==> src/rtl/branch_tag_alloc.sv <==
// -----------------------------------------------------------------------------
// branch_tag_alloc
//
// Purpose:
//   This block sits in the decode stage. It hands out in-flight branch tags to
//   the branches in a decoded pair, and it stalls decode when there are not
//   enough free tags. It also keeps track of which live tag is older than
//   which, using an age matrix.
//
//   When the execute stage resolves a branch correctly, that tag is freed.
//   When it resolves a mispredict, the resolved tag and every younger live tag
//   are killed, and a one-cycle flush with the killed set follows on the next
//   cycle.
//
// Optional feature (macro BRANCH_TAG_STATS_EN):
//   When the macro is defined, two saturating 16-bit counters are added:
//     stall_cycles      - number of cycles in which stall was high
//     mispredict_count  - number of accepted (live-tag) mispredict resolves
//   When it is undefined, these ports and counters do not exist.
//
// Ports:
//   clk, rst                      clock (rising edge); async active-high reset
//   dec_valid1/2, is_branch1/2    decode slot valid / is-branch flags
//                                 (slot 1 is the older slot)
//   resolve_valid/tag/mispredict  branch resolution from the execute stage
//   stall                         comb: decode must hold the current pair
//   tag1/tag2, tag_valid1/2       comb: tags allocated this cycle (0 when the
//                                 matching valid is low)
//   inflight_mask                 reg: live tags
//   free_count                    reg: number of free tags
//   flush, kill_mask              reg: one-cycle pulse and killed set after a
//                                 mispredict
// -----------------------------------------------------------------------------
module branch_tag_alloc #(
  parameter int NUM_TAGS = 4,
  parameter int TAG_W    = 2
) (
  input  logic                clk,
  input  logic                rst,
  input  logic                dec_valid1,
  input  logic                dec_valid2,
  input  logic                is_branch1,
  input  logic                is_branch2,
  input  logic                resolve_valid,
  input  logic [TAG_W-1:0]    resolve_tag,
  input  logic                resolve_mispredict,
  output logic                stall,
  output logic [TAG_W-1:0]    tag1,
  output logic [TAG_W-1:0]    tag2,
  output logic                tag_valid1,
  output logic                tag_valid2,
  output logic [NUM_TAGS-1:0] inflight_mask,
  output logic [TAG_W:0]      free_count,
  output logic                flush,
  output logic [NUM_TAGS-1:0] kill_mask
`ifdef BRANCH_TAG_STATS_EN
  ,
  output logic [15:0]         stall_cycles,
  output logic [15:0]         mispredict_count
`endif
);

  // ---------------------------------------------------------------------------
  // State
  // ---------------------------------------------------------------------------
  logic [NUM_TAGS-1:0]               mask_reg;
  logic [NUM_TAGS-1:0]               mask_next;
  logic [TAG_W:0]                    free_count_reg;
  logic [TAG_W:0]                    free_count_next;
  logic                              flush_reg;
  logic [NUM_TAGS-1:0]               kill_mask_reg;
  // older_reg[i][j] = 1 : tag i was allocated before tag j (both live)
  logic [NUM_TAGS-1:0][NUM_TAGS-1:0] older_reg;
  logic [NUM_TAGS-1:0][NUM_TAGS-1:0] older_next;

  // ---------------------------------------------------------------------------
  // Requests and stall
  // ---------------------------------------------------------------------------
  logic            req1;
  logic            req2;
  logic [TAG_W+1:0] need_ext;
  logic            mispredict_cycle;

  assign req1     = dec_valid1 & is_branch1;
  assign req2     = dec_valid2 & is_branch2;
  assign need_ext = (TAG_W+2)'(req1) + (TAG_W+2)'(req2);

  // A mispredict in flight always stalls decode, even if the tag is not live.
  // This keeps decode from racing the flush.
  assign mispredict_cycle = resolve_valid & resolve_mispredict;

  assign stall = (need_ext > {1'b0, free_count_reg}) | mispredict_cycle;

  // ---------------------------------------------------------------------------
  // Free-tag search: the two lowest-index free tags of the registered mask.
  // Tags freed in this cycle are not visible here (no bypass).
  // ---------------------------------------------------------------------------
  logic [TAG_W-1:0] first_free;
  logic [TAG_W-1:0] second_free;

  always_comb begin
    int found;
    first_free  = '0;
    second_free = '0;
    found       = 0;
    for (int i = 0; i < NUM_TAGS; i++) begin
      if (!mask_reg[i]) begin
        if (found == 0) begin
          first_free = TAG_W'(i);
        end else if (found == 1) begin
          second_free = TAG_W'(i);
        end
        found = found + 1;
      end
    end
  end

  // ---------------------------------------------------------------------------
  // Tag outputs
  //
  // When only slot 2 requests, it takes the lowest free tag. Allocation is
  // all-or-nothing, so if there is a stall, neither slot is given a tag.
  // ---------------------------------------------------------------------------
  always_comb begin
    tag_valid1 = req1 & ~stall;
    tag_valid2 = req2 & ~stall;
    tag1       = '0;
    tag2       = '0;
    if (tag_valid1) begin
      tag1 = first_free;
    end
    if (tag_valid2) begin
      tag2 = req1 ? second_free : first_free;
    end
  end

  // ---------------------------------------------------------------------------
  // One-hot decodes of the allocated tags and the resolved tag.
  //
  // The resolve decode is compared per index. This means an out-of-range tag
  // (possible when NUM_TAGS is not a power of two) simply matches nothing.
  // ---------------------------------------------------------------------------
  logic [NUM_TAGS-1:0] alloc1;
  logic [NUM_TAGS-1:0] alloc2;
  logic [NUM_TAGS-1:0] alloc_any;
  logic [NUM_TAGS-1:0] resolve_onehot;

  genvar gi;
  generate
    for (gi = 0; gi < NUM_TAGS; gi++) begin : g_decode
      assign alloc1[gi]         = tag_valid1 & (tag1 == TAG_W'(gi));
      assign alloc2[gi]         = tag_valid2 & (tag2 == TAG_W'(gi));
      assign resolve_onehot[gi] = resolve_tag == TAG_W'(gi);
    end
  endgenerate

  assign alloc_any = alloc1 | alloc2;

  // ---------------------------------------------------------------------------
  // Resolve handling
  // ---------------------------------------------------------------------------
  logic                resolve_hit;
  logic                mis_accept;
  logic                cor_accept;
  logic [NUM_TAGS-1:0] resolve_row;
  logic [NUM_TAGS-1:0] kill_set;
  logic [NUM_TAGS-1:0] free_set;
  logic [NUM_TAGS-1:0] live_keep;

  assign resolve_hit = resolve_valid & |(resolve_onehot & mask_reg);
  assign mis_accept  = resolve_hit & resolve_mispredict;
  assign cor_accept  = resolve_hit & ~resolve_mispredict;

  // Row of the age matrix for the resolved tag: every tag younger than it.
  always_comb begin
    resolve_row = '0;
    for (int i = 0; i < NUM_TAGS; i++) begin
      if (resolve_onehot[i]) begin
        resolve_row = resolve_row | older_reg[i];
      end
    end
  end

  assign kill_set  = resolve_onehot | (resolve_row & mask_reg);
  assign free_set  = mis_accept ? kill_set : (cor_accept ? resolve_onehot : '0);
  assign live_keep = mask_reg & ~free_set;

  // A tag freed this cycle can never be allocated in the same cycle, because
  // the allocator looks only at the registered mask.
  assign mask_next = live_keep | alloc_any;

  // ---------------------------------------------------------------------------
  // Age matrix next state, row by row.
  //   - A freshly allocated row starts empty. The only exception is that the
  //     slot 1 tag is marked older than the slot 2 tag of the same pair.
  //   - Any other row clears the columns that are freed this cycle. If the
  //     row's own tag is still live, it also becomes older than every tag
  //     allocated now.
  // ---------------------------------------------------------------------------
  generate
    for (gi = 0; gi < NUM_TAGS; gi++) begin : g_age_next
      logic [NUM_TAGS-1:0] row_keep;
      assign row_keep = older_reg[gi] & ~free_set & {NUM_TAGS{live_keep[gi]}};
      assign older_next[gi] = alloc_any[gi]
                            ? (alloc1[gi] ? alloc2 : '0)
                            : (row_keep | (alloc_any & {NUM_TAGS{live_keep[gi]}}));
    end
  endgenerate

  // ---------------------------------------------------------------------------
  // Free count, computed from the next-state mask
  // ---------------------------------------------------------------------------
  logic [TAG_W:0] pop_next;

  always_comb begin
    pop_next = '0;
    for (int i = 0; i < NUM_TAGS; i++) begin
      pop_next = pop_next + (TAG_W+1)'(mask_next[i]);
    end
  end

  assign free_count_next = (TAG_W+1)'(NUM_TAGS) - pop_next;

  // ---------------------------------------------------------------------------
  // Registers
  // ---------------------------------------------------------------------------
  always_ff @(posedge clk or posedge rst) begin
    if (rst) begin
      mask_reg       <= '0;
      free_count_reg <= (TAG_W+1)'(NUM_TAGS);
      older_reg      <= '0;
      flush_reg      <= 1'b0;
      kill_mask_reg  <= '0;
    end else begin
      mask_reg       <= mask_next;
      free_count_reg <= free_count_next;
      older_reg      <= older_next;
      flush_reg      <= mis_accept;
      kill_mask_reg  <= mis_accept ? kill_set : '0;
    end
  end

  assign inflight_mask = mask_reg;
  assign free_count    = free_count_reg;
  assign flush         = flush_reg;
  assign kill_mask     = kill_mask_reg;

`ifdef BRANCH_TAG_STATS_EN
  // ---------------------------------------------------------------------------
  // Saturating statistics counters
  // ---------------------------------------------------------------------------
  logic [15:0] stall_cycles_reg;
  logic [15:0] mispredict_count_reg;

  always_ff @(posedge clk or posedge rst) begin
    if (rst) begin
      stall_cycles_reg     <= '0;
      mispredict_count_reg <= '0;
    end else begin
      if (stall && (stall_cycles_reg != 16'hFFFF)) begin
        stall_cycles_reg <= stall_cycles_reg + 16'd1;
      end
      if (mis_accept && (mispredict_count_reg != 16'hFFFF)) begin
        mispredict_count_reg <= mispredict_count_reg + 16'd1;
      end
    end
  end

  assign stall_cycles     = stall_cycles_reg;
  assign mispredict_count = mispredict_count_reg;
`endif

endmodule

==> config.mk <==
export PLATFORM = sky130hd
export DESIGN_NAME = branch_tag_alloc
export DESIGN_NICKNAME = d
export VERILOG_FILES = /design/src/rtl/branch_tag_alloc.sv
export SDC_FILE = /design/constraint.sdc
export NUM_CORES = 1
export LEC_CHECK = 0
export ABC_AREA = 1
export CORE_MARGIN = 5
export CORE_UTILIZATION = 50
export DETAILED_ROUTE_END_ITERATION = 7
export PLACE_DENSITY = 0.86
export SYNTH_ARGS = -nofsm -noshare
export SYNTH_HDL_FRONTEND = slang
export SYNTH_SLANG_ARGS = --single-unit
export TNS_END_PERCENT = 100
==> constraint.sdc <==
create_clock -name clk -period 3.7 [get_ports clk]
set_input_delay 0.74 -clock clk [delete_from_list [all_inputs] [get_ports clk]]
set_output_delay 0.74 -clock clk [all_outputs]
set_load 0.01 [all_outputs]
==> results.tsv <==
stage	metric	value	unit
run_status	status	complete, no violations	
routing	vias	1754	
sta	setup_ws	0.133	ns
clocking	cts_hold_buf	0	
place	io_buffers	28	
power_and_ir_drop	p_int	0.856	mW
finish	largest_reg_flops	12	
power_and_ir_drop	ir_drop	0.345	mV
routing	drc	0	
sta	hold_viol_final	0	
floorplan	dieArea	4950	µm²
job	max_cap_violations	0	
place	place_area	2270	µm²
clocking	numCtsBuffers	3	
routing	wl_per_cell	13.2	µm
finish	post_route_cells_drive_above_1_share	0.285	
sta	setup_violations	0	
finish	finish.instance_area	2360	µm²
finish	syn2layout_area_growth	29.7	%
grt	grt_pass1_wl	7820	µm
critical_path	crit_required	2.96	ns
grt	overflow	0	
routing	via_per_inst	5.01	
floorplan	ioPinCount	29	
floorplan	start_util	0.505	
power_and_ir_drop	powerDensity	679	nW/µm²
power_and_ir_drop	p_switching	0.748	mW
synth	post-synth-top-area-fraction	0.316	
place	gp_congestion	0.905	
synth	syn_area_per_cell	7.23	µm²
power_and_ir_drop	p_seq_frac	0.269	
power_and_ir_drop	p_leak	1.40	nW
critical_path	endpoint_kind	primary output	
grt	grt_pass1_vias	1733	
synth	synth_edf_count	0	
sta	fin_setup_tns	0	ns
synth	ys_top_cells_by_count	nand2_1, nand3_1, inv_1	
synth	ys_ff_latch	24	
clocking	cts_sinks	24	
floorplan	core	3610	µm²
critical_path	cp_max_fo	3	
routing	drtPass1Iterations	4	
floorplan	rows	22	
clocking	cts_buffer_depth	2	
synth	synth_seq_area_share	0.330	
floorplan	die_h	70.4	µm
finish	fin_nets	323	
synth	synth_top_area_cell	dfrtp_1	
finish	n_fill_cell	304	
sta	skew	0.00165	ns
clocking	htree_levels	1	
synth	syn_inst	252	
power_and_ir_drop	power	1.60	mW
sta	fin_crit	3.57	ns
sta	fmax	280	MHz
sta	maxSlewViolCount	0	
synth	synthFlopType	dfrtp_1	
place	dp_hpwl	3590	µm
sta	worst_slew_pin_slew	0.929	ns
synth	synth_cell_types	23	
critical_path	crit_arrival	2.83	ns
power_and_ir_drop	pwr-share-comb	0.617	
clocking	path_clk_slew	0.09	ns
clocking	cts_tree	done	
sta	relSlewSlack	0.380	
grt	antenna_found_initial	0	
synth	synth.area.top_cells	dfrtp_1, nand2_1, nand3_1	
clocking	cts_root_buffer	clkbuf_8	
sta	layout_worst_path_cycle_share	0.964	
synth	synth_nets	272	
critical_path	criticalPathCategory	input pin to primary output	
min_path	worstHoldPathType	flip-flop to flip-flop	
critical_path	worstSetupStartpointType	input pin	
synth	async_flop_share	1.00	
grt	grt_max_degree	25	
sta	whs	0.633	ns
routing	drt_iter0_drc	157	
synth	synth_area	1820	µm²
synth	yosysMostFrequentCell	nand2_1	
power_and_ir_drop	p_sw_frac	0.466	
routing	drtAntennaViolNets	0	
grt	grtUsageTotal	0.198	
power_and_ir_drop	power_frac_clock	0.114	
routing	wirelength	4640	µm
synth	yosysWarnings	0	
place	place_ws	-0.0780	ns
finish	diodes	0	
clocking	clk_latency	0.27	ns
floorplan	chipWidth	70.4	µm
-- layer usage --
metal | global-route usage | share of wire | vias to the layer above
met5 | 0 | 0 | -
met4 | 0.0702 | 0.016 | 0
met3 | 0.0245 | 0.055 | 7
met2 | 0.347 | 0.50 | 50
met1 | 0.248 | 0.43 | 817
li1 | - | - | 880
-- cell type report --
class	count	area, µm²	share of cell area
Clock buffer	4	55.1	0.0233
Timing Repair Buffer	47	422	0.178
Sequential cell	24	602	0.255
Multi-Input combinational cell	185	1060	0.451
Inverter	42	160	0.0678
Tap cell	48	60.1	0.0254
-- path summary, 6_finish.rpt --
kind | from | end | slack [ns] | cells past startpoint
worst max-delay path | dec_valid1 | stall | 0.13 | 11
worst min-delay path | older_reg[9]$_DFF_PP0_ | older_reg[9]$_DFF_PP0_ | 0.63 | 4
worst max register to register | inflight_mask[1]$_DFF_PP0_ | free_count[1]$_DFF_PP0_ | 0.75 | 16
worst min register to register | older_reg[9]$_DFF_PP0_ | older_reg[9]$_DFF_PP0_ | 0.63 | 4
max in group asynchronous | rst | inflight_mask[2]$_DFF_PP0_ | 2.17 | 2
min in group asynchronous | rst | older_reg[14]$_DFF_PP0_ | 0.96 | 2
-- placed cells by master, fill, tap and decap left out, types with 3 or more instances in the layout --
cell / instances
nor2_2: 5
inv_2: 13
nand2_1: 84
clkdlybuf4s50_1: 22
clkbuf_8: 4
nand2_2: 22
dfrtp_1: 23
dlygate4sd2_1: 3
buf_4: 20
nor2_1: 6
nand3_1: 31
nor2_4: 9
nand3_2: 9
ha_1: 9
inv_1: 26
-- timing repair --
item	4_1_cts	5_1_grt
buffers inserted	2	1
gates resized for setup	5	5
endpoints found under the setup margin	4	6
pin swaps	1	3
-- power by group through the flow --
stage	clock network [mW]	logic, mW	registers (mW)
after floorplan	0	0.651	0.419
after global placement	0	0.945	0.432
after detailed placement	0	0.972	0.436
after CTS	0.190	0.987	0.430
after global routing	0.195	1.10	0.441
final	0.184	0.990	0.431
-- through the flow --
step / util / instances
after detailed placement: 0.631 / 343
after floorplan: - / 252
after global routing: 0.655 / 350
after global placement: 0.631 / 343
final: 0.655 / 350
after CTS: 0.650 / 349
-- worst max-delay path: stages --
cell,delay [ns]
clkdlybuf4s50_1,0.41
nand2_2,0.08
inv_2,0.04
ha_1,0.26
inv_1,0.04
ha_1,0.26
a21oi_1,0.12
nand2_1,0.08
nand2_2,0.13
buf_4,0.13
clkdlybuf4s50_1,0.52
-- cell families after synthesis --
logic type,after synthesis,synth area share
buf+inv,43,0.0920
fa+ha+maj,10,0.0728
flops,24,0.330
simple gates,169,0.479
compound gates,6,0.0254
No activity file was read; power rests on OpenSTA's default activity.
